[config.mk]
export PLATFORM = sky130hd
export DESIGN_NAME = imem_program_loader
export DESIGN_NICKNAME = d
export VERILOG_FILES = /design/src/rtl/imem_program_loader.sv
export SDC_FILE = /design/constraint.sdc
export NUM_CORES = 1
export LEC_CHECK = 0
export ABC_CLOCK_PERIOD_IN_PS = 2000
export CAP_MARGIN = 10
export CORE_MARGIN = 5
export CORE_UTILIZATION = 43
export CTS_BUF_LIST = sky130_fd_sc_hd__clkbuf_4 sky130_fd_sc_hd__clkbuf_8 sky130_fd_sc_hd__clkbuf_16
export CTS_CLUSTER_SIZE = 24
export DETAILED_ROUTE_END_ITERATION = 10
export MAX_ROUTING_LAYER = met4
export PLACE_DENSITY = 0.8
export SLEW_MARGIN = 20
export SYNTH_ARGS = -nofsm -noshare
export SYNTH_HDL_FRONTEND = slang
export SYNTH_SLANG_ARGS = --single-unit
[constraint.sdc]
create_clock -name clk -period 2 [get_ports clk]
set_input_delay 0.4 -clock clk [delete_from_list [all_inputs] [get_ports clk]]
set_output_delay 0.4 -clock clk [all_outputs]
set_load 0.02 [all_outputs]
[src/rtl/imem_program_loader.sv]
// Instruction-memory program loader: encodes decoded MIPS fields into 32-bit
// words and writes them sequentially through a registered write port.
module imem_program_loader #(
  parameter int unsigned ADDR_W    = 6,
  parameter int unsigned DEPTH     = 64,
  parameter int unsigned BASE_ADDR = 0
) (
  input  logic              clk,
  input  logic              arst_n,
  input  logic              start,
  input  logic              op_valid,
  output logic              op_ready,
  input  logic [2:0]        op_kind,
  input  logic [4:0]        rs,
  input  logic [4:0]        rt,
  input  logic [4:0]        rd,
  input  logic [5:0]        funct,
  input  logic [15:0]       imm,
  input  logic [25:0]       jtarget,
  input  logic              last,
  output logic              imem_wen,
  output logic [ADDR_W-1:0] imem_addr,
  output logic [31:0]       imem_wdata,
  output logic              busy,
  output logic              done,
  output logic              error,
  output logic [1:0]        err_code,
  output logic [ADDR_W:0]   count
);

  typedef enum logic [1:0] {StIdle, StLoad, StDone, StError} state_e;

  localparam logic [ADDR_W-1:0] BaseAddr = ADDR_W'(BASE_ADDR);
  // Final usable slot; a non-last transfer here is an overflow.
  localparam logic [ADDR_W-1:0] LastAddr = ADDR_W'(BASE_ADDR + DEPTH - 1);
  localparam logic [ADDR_W-1:0] PtrOne   = ADDR_W'(1);
  localparam logic [ADDR_W:0]   CountOne = (ADDR_W + 1)'(1);

  state_e            state_q;
  logic [ADDR_W-1:0] ptr_q;
  logic [31:0]       enc_word;
  logic              kind_legal;

  // busy is a registered copy of "state is LOAD", so it doubles as ready.
  assign op_ready = busy;

  // Encode the decoded fields into a MIPS word and flag illegal kinds.
  always_comb begin
    enc_word   = '0;
    kind_legal = 1'b1;
    case (op_kind)
      3'd0:    enc_word = {6'h00, rs, rt, rd, 5'd0, funct};
      3'd1:    enc_word = {6'h08, rs, rt, imm};
      3'd2:    enc_word = {6'h04, rs, rt, imm};
      3'd3:    enc_word = {6'h02, jtarget};
      3'd4:    enc_word = {6'h23, rs, rt, imm};
      3'd5:    enc_word = {6'h2B, rs, rt, imm};
      default: kind_legal = 1'b0;
    endcase
  end

  // Load FSM with registered status outputs and the write port.
  always_ff @(posedge clk or negedge arst_n) begin
    if (!arst_n) begin
      state_q    <= StIdle;
      ptr_q      <= '0;
      imem_wen   <= 1'b0;
      imem_addr  <= '0;
      imem_wdata <= '0;
      busy       <= 1'b0;
      done       <= 1'b0;
      error      <= 1'b0;
      err_code   <= 2'd0;
      count      <= '0;
    end else begin
      imem_wen <= 1'b0;
      case (state_q)
        StLoad: begin
          if (op_valid) begin
            if (!kind_legal) begin
              state_q  <= StError;
              busy     <= 1'b0;
              error    <= 1'b1;
              err_code <= 2'd1;
            end else begin
              imem_wen   <= 1'b1;
              imem_addr  <= ptr_q;
              imem_wdata <= enc_word;
              ptr_q      <= ptr_q + PtrOne;
              count      <= count + CountOne;
              if (last) begin
                state_q <= StDone;
                busy    <= 1'b0;
                done    <= 1'b1;
              end else if (ptr_q == LastAddr) begin
                state_q  <= StError;
                busy     <= 1'b0;
                error    <= 1'b1;
                err_code <= 2'd2;
              end
            end
          end
        end
        default: begin
          // IDLE, DONE and ERROR all restart on start; start in LOAD is ignored.
          if (start) begin
            state_q  <= StLoad;
            busy     <= 1'b1;
            done     <= 1'b0;
            error    <= 1'b0;
            err_code <= 2'd0;
            ptr_q    <= BaseAddr;
            count    <= '0;
          end
        end
      endcase
    end
  end

endmodule

==> tab_implementation.tex, run 1 <==
\begin{tabular}{lr}
\hline
Metric & Value \\
\hline
\multicolumn{2}{l}{\textbf{Clock tree}} \\
H-tree levels & 3 \\
Clock tree root buffer cell & clkbuf\_8 \\
Number of setup buffers added after CTS & 0 \\
Hold\_buf cts & 0 \\
Clk sinks & 57 \\
Post-cts resize count & 0 \\
Clock transition at path regs & 70 ps \\
Clock tree from TritonCTS & built \\
Maximum buffer depth of the clock tree & 2 \\
Clock Latency Late Sink & around 330 ps \\
Inserted Clock Buffers & 9 \\
\multicolumn{2}{l}{\textbf{Flow run}} \\
Maximum Capacitance Violations & 0 \\
\multicolumn{2}{l}{\textbf{Status}} \\
Run status & finished, final reports clean \\
\multicolumn{2}{l}{\textbf{Worst setup path}} \\
Worst-path cell chain & clkdlybuf4s50\_1 \\
Worst-case reg-to-reg path depth & 5 \\
Crit path largest cell delay & $\sim$640 ps \\
R2R Setup Slk & $\sim$450 ps \\
Critical path origin & count[0]\$\_DFFE\_PN0P\_ \\
Origin of the critical flop-to-flop path & ptr\_q[0]\$\_DFFE\_PN0P\_ \\
Sort of element at the end of the critical path & output port \\
Buffers and inverters on the worst path & 1 \\
Startpoint kind of the worst setup timing path & flop \\
CP max stage cell & clkdlybuf4s50\_1 \\
Category of the critical setup timing path & reg2out \\
Reg2reg end & err\_code[0]\$\_DFFE\_PN0P\_ \\
Top Family by Delay on Critical Path & buffers and inverters \\
CP max FO & 6 \\
Worst Path Arrival & 1400 ps \\
Required @ worst endpoint & 1600 ps \\
\multicolumn{2}{l}{\textbf{Logic synthesis}} \\
Unique cell type count in the Yosys netlist & 46 \\
Number of storage elements in the synthesis netlist & 57 \\
Dominant synthesized flop cell & dfrtp\_1 \\
Synthesized instance count & around 300 \\
Share of flip-flops with an asynchronous set or reset & 100.0\% \\
Total number of yosys warnings & 0 \\
Number of flops mapped to enable cells by yosys & 0 \\
Portion of the post-synthesis area used by sequential elements & about 50\% \\
Netlist area before placement & slightly below 3000 sq um \\
Avg Cell Area, Syn & 9.774 sq um \\
Post-Syn Nets & 371 \\
\multicolumn{2}{l}{\textbf{Drt}} \\
DRC & 0 \\
Vias post-DR & about 2700 \\
Final wirelength & 8.066 mm \\
Count of antenna-violating nets left after detailed routing & 0 \\
Ratio of routed vias to standard cells & about 5.3 \\
Routed wirelength normalized by instance count & 15.85 um \\
Starting DRT DRC Count & 111 \\
Number of detailed-routing iterations run before antenna repair & 4 \\
\multicolumn{2}{l}{\textbf{GRT}} \\
Total grt overflow & 0 \\
Number of antenna violations at the first check in global routing & 0 \\
Overall Global Routing Usage & between 10\% and 20\% \\
Maximum number of pins on one net before global-route repair & 39 \\
First-pass GRT wire length & between 10 and 15 mm \\
Number of global-route vias before repair & approximately 2700 \\
\multicolumn{2}{l}{\textbf{Place}} \\
Number of input and output port buffers inserted & 121 \\
Routability-driven placement congestion ratio & 0.8105 \\
Half-perimeter wire length after placement & approximately 6.3 mm \\
\multicolumn{2}{l}{\textbf{Floorplan}} \\
Initial Utilization & between 40\% and 50\% \\
Core ar. & roughly 6700 sq um \\
Vertical extent of the die & between 90 and 100 um \\
Floorplan die width & about 90 um \\
Number of rows in the core area & 30 \\
Area of the die & approximately 8500 sq um \\
I/O pin cnt & about 120 \\
\multicolumn{2}{l}{\textbf{Timing}} \\
Count of final hold-check violations & 0 \\
Post-Route Setup TNS & 0 ps \\
Number of setup violations in the final report & 0 \\
RSZ-0062 raised after global routing & false \\
Crit path time final & roughly 1800 ps \\
Highest Clock Rate & 0.5568 GHz \\
Final Max Tran Viols & 0 \\
Period utilization & between 80\% and 90\% \\
Post-Route Skew & roughly 9.8 ps \\
\multicolumn{2}{l}{\textbf{Cells and area}} \\
Inserted Diodes & 0 \\
Share of layout cells above drive strength 1 & around an eighth \\
Final layout net count & between 400 and 500 \\
Syn-to-layout area delta & 50.73\% \\
Final cell utilization of the core & between 60\% and 70\% \\
\multicolumn{2}{l}{\textbf{Power}} \\
Worst vdd rail ir drop & $\sim$0.46 mV \\
Static Leakage & $\sim$1.9 nW \\
Cell Pwr Density & between 900 and 1000 nW/um\^{}2 \\
\multicolumn{2}{l}{\textbf{Hold path}} \\
Worst min-delay path category & in2async \\
\hline
\end{tabular}
-- cell usage in the layout (no fill, tap or decap), drive strengths merged, types with 4 or more instances in the layout --
cell type        n
nor2            53
dfrtp           57
a32oi            5
a31oi           11
clkbuf          13
a221oi          10
buf             17
clkdlybuf4s50  120
nand3            7
inv              4
o21ai           12
a21oi           25
nand2           44
nand4            4
mux2i           17
-- worst reg2reg max path: cells and delay by family (launching register included) --
kind | cells | cell delay (ps)
AOI/OAI and AO/OA | 3 | 550
adders and majority gates | 1 | 250
DFF | 1 | 430
and+or+nand+nor | 1 | 230
-- metrics by stage --
step                      worst slack [ps]  instances  power, W  hold slack, ps  instance area, sq um
after floorplan                      626.8        298  0.002509           104.4                  2913
after global placement               90.69        493  0.003365           385.0                  4209
after detailed placement            -37.42        493  0.003414           382.8                  4209
after CTS                            172.2        509  0.004393           26.30                  4390
after global routing                 156.4        509  0.004597           46.48                  4390
final                                204.1        509  0.004344           18.89                  4390
-- worst max-delay path by stage --
stage | endpoint | cells past startpoint | slack, ps
3_3_place_gp | imem_wdata[27]$_DFFE_PN0P_ | 7 | 90
2_1_floorplan | ptr_q[5]$_DFFE_PN0P_ | 6 | 630
4_1_cts | count[0] | 1 | 170
3_5_place_dp | imem_wdata[24]$_DFFE_PN0P_ | 7 | -40
6_report | count[0] | 1 | 200
5_1_grt | count[0] | 1 | 160
-- cell type report --
class / count / area (sq um)
Sequential cell: 57 / 1426
Inverter: 4 / 15.01
Clock inverter: 3 / 15.01
Tap cell: 80 / 100.1
Timing Repair Buffer: 137 / 1351
Fill cell: 582 / 2291
Clock buffer: 13 / 166.4
Multi-Input combinational cell: 215 / 1316
-- synth_stat cells, drive strengths merged (3+ instances only) --
| master | instances | area (sq um) |
|---|---|---|
| nand3 | 7 | 35.03 |
| a221oi | 10 | 150.1 |
| a31oi | 11 | 68.82 |
| dfrtp | 57 | 1426 |
| mux2i | 17 | 170.2 |
| nand4 | 4 | 25.02 |
| nand2 | 44 | 175.2 |
| a21oi | 25 | 125.1 |
| o21ai | 12 | 60.05 |
| buf | 20 | 147.6 |
| nor2 | 53 | 206.5 |
| a32oi | 5 | 43.79 |
| inv | 4 | 15.01 |
| and2 | 3 | 21.27 |
-- registers in the layout, summed over array words and instances, names as in the netlist --
signal      count
imem_wdata     30
count           7
imem_addr       6
ptr_q           6
err_code        2
state_q         2
busy            1
done            1
error           1
imem_wen        1
-- routing by layer --
metal  wire length [um]  GRT usage [%]
met1               3356          22.80
met2               3925          32.57
met3                510          4.549
met4                274          11.01
met5                  0              -
-- logic make-up (layout without fill, tap and decap cells) --
family / count (synthesis) / in the layout / share of synthesized area, %
AO/OA/AOI/OAI: 73 / 73 / 19.03
XOR/XNOR: 1 / 1 / 0.3007
adder cells (fa/ha/maj): 2 / 2 / 0.8590
buffers and inverters: 26 / 157 / 5.841
flip-flops: 57 / 57 / 48.97
multiplexers: 17 / 17 / 5.842
other: 1 / 1 / 0.1287
AND/OR/NAND/NOR: 121 / 121 / 19.03
-- power by group --
group          internal, W  switching [W]
clock network     0.000539       0.000430
registers          0.00145       0.000208
logic             0.000837       0.000883
total              0.00282        0.00152
(Power assumes the default switching activity.)
==> run 2: changes to the inputs <==
--- a/config.mk
+++ b/config.mk
@@ -7,13 +7,14 @@
 export LEC_CHECK = 0
 export ABC_CLOCK_PERIOD_IN_PS = 2000
 export CAP_MARGIN = 10
-export CORE_MARGIN = 5
+export CORE_MARGIN = 1.5
 export CORE_UTILIZATION = 43
 export CTS_BUF_LIST = sky130_fd_sc_hd__clkbuf_4 sky130_fd_sc_hd__clkbuf_8 sky130_fd_sc_hd__clkbuf_16
 export CTS_CLUSTER_SIZE = 24
 export DETAILED_ROUTE_END_ITERATION = 10
 export MAX_ROUTING_LAYER = met4
 export PLACE_DENSITY = 0.8
+export SETUP_SLACK_MARGIN = 0.3
 export SLEW_MARGIN = 20
 export SYNTH_ARGS = -nofsm -noshare
 export SYNTH_HDL_FRONTEND = slang
==> run 2 against run 1 <==
  * The flow now finishes with violations (design-rule violations)
  * Final area grew 1.4%
  * Global-route usage grew 3.1 points
  * Highest routed layer unchanged
  * Clock power grew 34%
  * Critical endpoint is now imem_wen
  * Cell count is the same
  * Power grew 4.4%
==> tab_implementation.tex, run 2 (synthesis results as in run 1) <==
\begin{tabular}{lr}
\hline
Metric & Value \\
\hline
\multicolumn{2}{l}{\textbf{Worst setup path}} \\
CP max stage cell & clkdlybuf4s50\_1 \\
Number of cells on the critical path & 1 \\
Buffers and inverters on the worst path & 1 \\
Category of the critical setup timing path & reg2out \\
Worst Path Arrival & $\sim$1300 ps \\
CP max FO & 1 \\
Startpoint kind of the worst setup timing path & flop \\
Crit path largest cell delay & between 500 and 600 ps \\
Worst-path cell chain & clkdlybuf4s50\_1 \\
Sort of element at the end of the critical path & output port \\
Top Family by Delay on Critical Path & buffers and inverters \\
Worst-case reg-to-reg path depth & 4 \\
Required @ worst endpoint & approximately 1600 ps \\
\multicolumn{2}{l}{\textbf{Status}} \\
Violated checks & design-rule violations \\
Run status & finished with violations \\
\multicolumn{2}{l}{\textbf{Flow run}} \\
Maximum Capacitance Violations & 0 \\
\multicolumn{2}{l}{\textbf{Floorplan}} \\
Initial Utilization & between 40\% and 50\% \\
Area of the die & a little over 7000 sq um \\
Floorplan die width & 85.31 um \\
Vertical extent of the die & 85.31 um \\
I/O pin cnt & $\sim$120 \\
Number of rows in the core area & 29 \\
Core ar. & between 6000 and 7000 sq um \\
\multicolumn{2}{l}{\textbf{Timing}} \\
Post-Route Skew & roughly 9 ps \\
Post-Route Setup TNS & 0 ps \\
Crit path time final & 1649 ps \\
Count of final hold-check violations & 0 \\
Slew headroom & approximately 64\% \\
Final Max Tran Viols & 0 \\
Number of setup violations in the final report & 0 \\
Period utilization & around 82\% \\
Worst Max-Slew Pin Slew & around 540 ps \\
Highest Clock Rate & $\sim$0.61 GHz \\
RSZ-0062 raised after global routing & false \\
\multicolumn{2}{l}{\textbf{Cells and area}} \\
Largest register by flop count & imem\_wdata \\
Share of layout cells above drive strength 1 & about an eighth \\
Final layout net count & 500 \\
Post-Layout Inst Area & about 4500 sq um \\
Registers with the most flip-flops & imem\_wdata (30), count (7) \\
Most common cell after layout, fill and taps aside & clkdlybuf4s50\_1 \\
Leading cell types in the layout, fill and taps excluded & clkdlybuf4s50\_1, dfrtp\_1, nor2\_1 \\
Inserted Diodes & 0 \\
Number of flip-flops under the largest register name & 30 \\
Syn-to-layout area delta & 52.79\% \\
\multicolumn{2}{l}{\textbf{Clock tree}} \\
Clk sinks & 57 \\
H-tree levels & 3 \\
Clock Latency Late Sink & 330 ps \\
Number of setup buffers added after CTS & 0 \\
Clock tree from TritonCTS & built \\
Clock transition at path regs & about 70 ps \\
Inserted Clock Buffers & 9 \\
Maximum buffer depth of the clock tree & 2 \\
Clock tree root buffer cell & clkbuf\_8 \\
\multicolumn{2}{l}{\textbf{GRT}} \\
Total grt overflow & 0 \\
Overall Global Routing Usage & between 20\% and 30\% \\
Global routing usage on met1 & $\sim$28\% \\
Number of antenna violations at the first check in global routing & 0 \\
First-pass GRT wire length & between 10 and 15 mm \\
Most utilized layer in the global route result & met2 \\
Maximum number of pins on one net before global-route repair & 25 \\
GR met3 Demand/Resource & 4.572\% \\
M2 GR Usage & a little under two fifths \\
Number of global-route vias before repair & 2751 \\
\multicolumn{2}{l}{\textbf{Place}} \\
Half-perimeter wire length after placement & 5.957 mm \\
Cell area after placement & about 4200 sq um \\
Number of input and output port buffers inserted & about 120 \\
Routability-driven placement congestion ratio & roughly 0.80 \\
\multicolumn{2}{l}{\textbf{Drt}} \\
Routed wirelength normalized by instance count & roughly 16 um \\
DRC & 9 \\
Count of antenna-violating nets left after detailed routing & 0 \\
Ratio of routed vias to standard cells & $\sim$5.3 \\
Number of detailed-routing iterations run before antenna repair & 7 \\
Starting DRT DRC Count & around 110 \\
Final wirelength & 7.945 mm \\
Vias post-DR & $\sim$2700 \\
\multicolumn{2}{l}{\textbf{Hold path}} \\
Worst min-delay path category & reg2reg \\
Hold Path Cell Cnt & 2 \\
\multicolumn{2}{l}{\textbf{Power}} \\
Worst vdd rail ir drop & between 0.4 and 0.5 mV \\
Cell Pwr Density & 1019 nW/um\^{}2 \\
Static Leakage & about 2.2 nW \\
\hline
\end{tabular}
[run 2: cell count changes in the layout (fill, tap and decap cells not counted), moves of 3 or more]
| cell | change |
|---|---|
| buf_4 | +3 |
| bufinv_16 | +3 |
| clkdlybuf4s50_1 | -50 |
| dlygate4sd2_1 | +36 |
| dlymetal6s2s_1 | +14 |
[run 2: area by class of cell]
class	instances	area, sq um
fillers	525	2008
flip-flops and latches	57	1426
repair buffers	140	1354
multi-input cells	215	1316
clock buffers	9	123.9
clock inverters	7	118.9
well taps	77	96.34
inverters	4	15.01
[run 2: report_power, final]
part | leakage (nW) | internal [W] | switching (W)
clock network | 0.115 | 0.000827 | 0.000478
registers | 0.708 | 0.00145 | 0.000216
logic | 1.38 | 0.000685 | 0.000881
total | 2.20 | 0.00296 | 0.00158
[run 2: per-layer routing]
metal | share of wire (%) | vias up
met5 | 0 | -
met4 | 1.4 | 0
met3 | 6.4 | 10
met2 | 50 | 99
met1 | 42 | 1304
li1 | - | 1308
[run 2: worst paths after layout]
path,start,end,slack (ps)
min,imem_addr[5]$_DFFE_PN0P_,imem_addr[5]$_DFFE_PN0P_,470
max,imem_wen$_DFF_PN0_,imem_wen,350
max in group asynchronous,arst_n,imem_wdata[25]$_DFFE_PN0P_,800
max reg2reg,state_q[0]$_DFFE_PN0P_,ptr_q[4]$_DFFE_PN0P_,470
min in group asynchronous,arst_n,imem_addr[1]$_DFFE_PN0P_,540
min reg2reg,imem_addr[5]$_DFFE_PN0P_,imem_addr[5]$_DFFE_PN0P_,470
[run 2: through the flow]
step | setup WS [ps] | total power (W) | hold WS (ps) | utilization [%] | cells
2_1_floorplan | 626.8 | 0.002509 | 104.4 | - | 298
5_1_grt | 309.5 | 0.004772 | 509.9 | 68.91 | 509
4_1_cts | 300.1 | 0.004581 | 480.8 | 68.37 | 509
3_5_place_dp | 99.84 | 0.003408 | 358.4 | 65.15 | 492
3_3_place_gp | 132.5 | 0.003363 | 356.8 | 65.15 | 492
6_report | 350.9 | 0.004534 | 473.8 | 68.91 | 509
[run 2: repair_timing]
action,4_1_cts,5_1_grt
endpoints found under the hold margin,6,0
hold buffers,1,0
gates resized for setup,36,15
endpoints found under the setup margin,36,16
==> run 3: changes to the inputs <==
--- a/config.mk
+++ b/config.mk
@@ -5,7 +5,7 @@
 export SDC_FILE = /design/constraint.sdc
 export NUM_CORES = 1
 export LEC_CHECK = 0
-export ABC_CLOCK_PERIOD_IN_PS = 2000
+export ABC_CLOCK_PERIOD_IN_PS = 1600
 export CAP_MARGIN = 10
 export CORE_MARGIN = 1.5
 export CORE_UTILIZATION = 43
==> constraint.sdc (replaced) <==
create_clock -name clk -period 1.6 [get_ports clk]
set_input_delay 0.32 -clock clk [delete_from_list [all_inputs] [get_ports clk]]
set_output_delay 0.32 -clock clk [all_outputs]
set_load 0.02 [all_outputs]
==> run 3 against run 2 <==
  * The flow still finishes with violations (design-rule violations)
  * Combinational power rose by 38%
  * Setup slack worse by 120 ps
  * Clock-buffer cell count unchanged
  * Global-route usage increased by 1.5 points
  * Highest routed layer unchanged
==> tab_implementation.tex, run 3 (synthesis results as in run 1) <==
\begin{tabular}{lr}
\hline
Metric & Value \\
\hline
\multicolumn{2}{l}{\textbf{GRT}} \\
Number of antenna violations at the first check in global routing & 0 \\
Number of global-route vias before repair & 2900 \\
Overall Global Routing Usage & between 20\% and 30\% \\
First-pass GRT wire length & 13.72 mm \\
Total grt overflow & 0 \\
Maximum number of pins on one net before global-route repair & 23 \\
\multicolumn{2}{l}{\textbf{Floorplan}} \\
Floorplan die width & between 80 and 90 um \\
Initial Utilization & between 40\% and 50\% \\
Number of rows in the core area & 29 \\
Core ar. & 6459 sq um \\
I/O pin cnt & between 100 and 150 \\
Vertical extent of the die & 85.31 um \\
Area of the die & just over 7000 sq um \\
\multicolumn{2}{l}{\textbf{Worst setup path}} \\
R2R Setup Slk & around 230 ps \\
Worst-path cell chain & nand3b\_4, nand2b\_4, buf\_12, buf\_12, a21oi\_4, a21oi\_2 \\
Number of cells on the critical path & 6 \\
Buffers and inverters on the worst path & 2 \\
Startpoint kind of the worst setup timing path & flop \\
Sort of element at the end of the critical path & flop \\
Top Family by Delay on Critical Path & flip-flops \\
Reg2reg end & imem\_wdata[15]\$\_DFFE\_PN0P\_ \\
Most common cell on crit path & buf\_12 \\
CP max stage cell & dfrtp\_1 \\
Category of the critical setup timing path & reg2reg \\
Worst-case reg-to-reg path depth & 6 \\
Origin of the critical flop-to-flop path & state\_q[1]\$\_DFFE\_PN0P\_ \\
CP Capture Point & imem\_wdata[15]\$\_DFFE\_PN0P\_ \\
Required @ worst endpoint & 1800 ps \\
Worst Path Arrival & 1560 ps \\
Critical path origin & state\_q[1]\$\_DFFE\_PN0P\_ \\
CP max FO & 8 \\
Crit path largest cell delay & about 400 ps \\
\multicolumn{2}{l}{\textbf{Timing}} \\
Count of final hold-check violations & 0 \\
Number of setup violations in the final report & 0 \\
RSZ-0062 raised after global routing & true \\
Period utilization & between 80\% and 90\% \\
Highest Clock Rate & roughly 0.73 GHz \\
Post-Route Skew & between 8 and 9 ps \\
Crit path time final & between 1000 and 1500 ps \\
Post-Route Setup TNS & 0 ps \\
Final Max Tran Viols & 0 \\
\multicolumn{2}{l}{\textbf{Place}} \\
Number of input and output port buffers inserted & $\sim$120 \\
Routability-driven placement congestion ratio & approximately 0.8 \\
Half-perimeter wire length after placement & about 6.0 mm \\
\multicolumn{2}{l}{\textbf{Cells and area}} \\
Share of layout cells above drive strength 1 & a little over a third \\
Most common cell after layout, fill and taps aside & clkdlybuf4s50\_1 \\
Largest register by flop count & imem\_wdata \\
Footprint of the multi-input gates & 1455 sq um \\
Registers with the most flip-flops & imem\_wdata (30), count (7) \\
Inserted Diodes & 0 \\
Seq. cell area & 1429 sq um \\
Leading cell types in the layout, fill and taps excluded & clkdlybuf4s50\_1, dfrtp\_1, nor2\_1 \\
Number of flip-flops under the largest register name & 30 \\
Filler cell count & slightly below 500 \\
Final layout net count & around 530 \\
Syn-to-layout area delta & 62.37\% \\
\multicolumn{2}{l}{\textbf{Clock tree}} \\
Inserted Clock Buffers & 9 \\
Maximum buffer depth of the clock tree & 2 \\
Clock tree from TritonCTS & built \\
Clk sinks & between 50 and 60 \\
Clock tree root buffer cell & clkbuf\_8 \\
Clock Latency Late Sink & between 300 and 400 ps \\
Clock transition at path regs & roughly 70 ps \\
H-tree levels & 3 \\
\multicolumn{2}{l}{\textbf{Drt}} \\
Ratio of routed vias to standard cells & around 5.4 \\
Number of detailed-routing iterations run before antenna repair & 7 \\
Vias post-DR & 2901 \\
Count of antenna-violating nets left after detailed routing & 0 \\
Routed wirelength normalized by instance count & 16.06 um \\
Starting DRT DRC Count & around 140 \\
Final wirelength & about 8.7 mm \\
DRC & 9 \\
\multicolumn{2}{l}{\textbf{Flow run}} \\
Maximum Capacitance Violations & 0 \\
\multicolumn{2}{l}{\textbf{Hold path}} \\
Worst min-delay path category & in2reg \\
\multicolumn{2}{l}{\textbf{Power}} \\
Cell Pwr Density & 1206 nW/um\^{}2 \\
Worst vdd rail ir drop & 0.7945 mV \\
Static Leakage & around 2.2 nW \\
Total power after layout & $\sim$0.0057 W \\
\multicolumn{2}{l}{\textbf{Status}} \\
Violated checks & design-rule violations \\
Run status & finished with violations \\
\hline
\end{tabular}
run 3: how the worst min path moves through the flow:
stage,from,to,depth (start not counted)
5_1_grt,op_kind[2],err_code[0]$_DFFE_PN0P_,3
2_1_floorplan,arst_n,busy$_DFFE_PN0P_,0
3_3_place_gp,arst_n,imem_addr[2]$_DFFE_PN0P_,1
4_1_cts,count[6]$_DFFE_PN0P_,count[6]$_DFFE_PN0P_,1
6_report,op_kind[2],err_code[0]$_DFFE_PN0P_,3
3_5_place_dp,arst_n,imem_addr[3]$_DFFE_PN0P_,1
run 3: power by group:
part           switching (W)  total [W]  internal (W)
Combinational        0.00124    0.00216      0.000924
Clock               0.000618    0.00151      0.000889
Sequential          0.000229    0.00204       0.00181
run 3: final cells by class:
class,instances,share of cell area [%]
clock buffer,9,2.619
sequential,57,30.21
inverter,4,0.3704
timing repair buffer,171,31.83
multi-input combinational,215,30.77
clock inverter,7,2.169
tap,77,2.037
run 3: tightest hold or removal path, stage by stage:
cell and delay (ps):
clkbuf_2 140, nand2_2 120, o21ai_1 70
run 3: stage by stage:
stage | std cells | hold slack (ps) | utilization (%) | setup slack (ps) | cell area (sq um)
2_1_floorplan | 298 | 24.41 | - | 300.2 | 2923
3_3_place_gp | 505 | 303.5 | 67.90 | -182.1 | 4385
3_5_place_dp | 505 | 308.1 | 67.90 | -212.9 | 4385
4_1_cts | 537 | 482.6 | 74.10 | 258.2 | 4786
5_1_grt | 540 | 394.1 | 73.23 | 188.7 | 4730
6_report | 540 | 364.0 | 73.23 | 233.6 | 4730
run 3: timing repair:
item | 4_1_cts | 5_1_grt
pin swaps | 15 | 13
cloned | 2 | 0
setup buffers | 13 | 3
hold buffers | 1 | 0
gates resized for setup | 202 | 53
endpoints found under the setup margin | 105 | 76
hold endpoints to repair | 17 | 0
run 3: layer usage:
metal / vias to the layer above / part of all wire [%] / routed length, um / GRT usage [%]
met1: 1418 / 41 / 3551 / 28.99
met3: 8 / 6.2 / 535 / 4.572
met5: - / 0 / 0 / -
met2: 106 / 52 / 4495 / 41.77
li1: 1369 / - / - / -
met4: 0 / 1.1 / 92 / 9.238
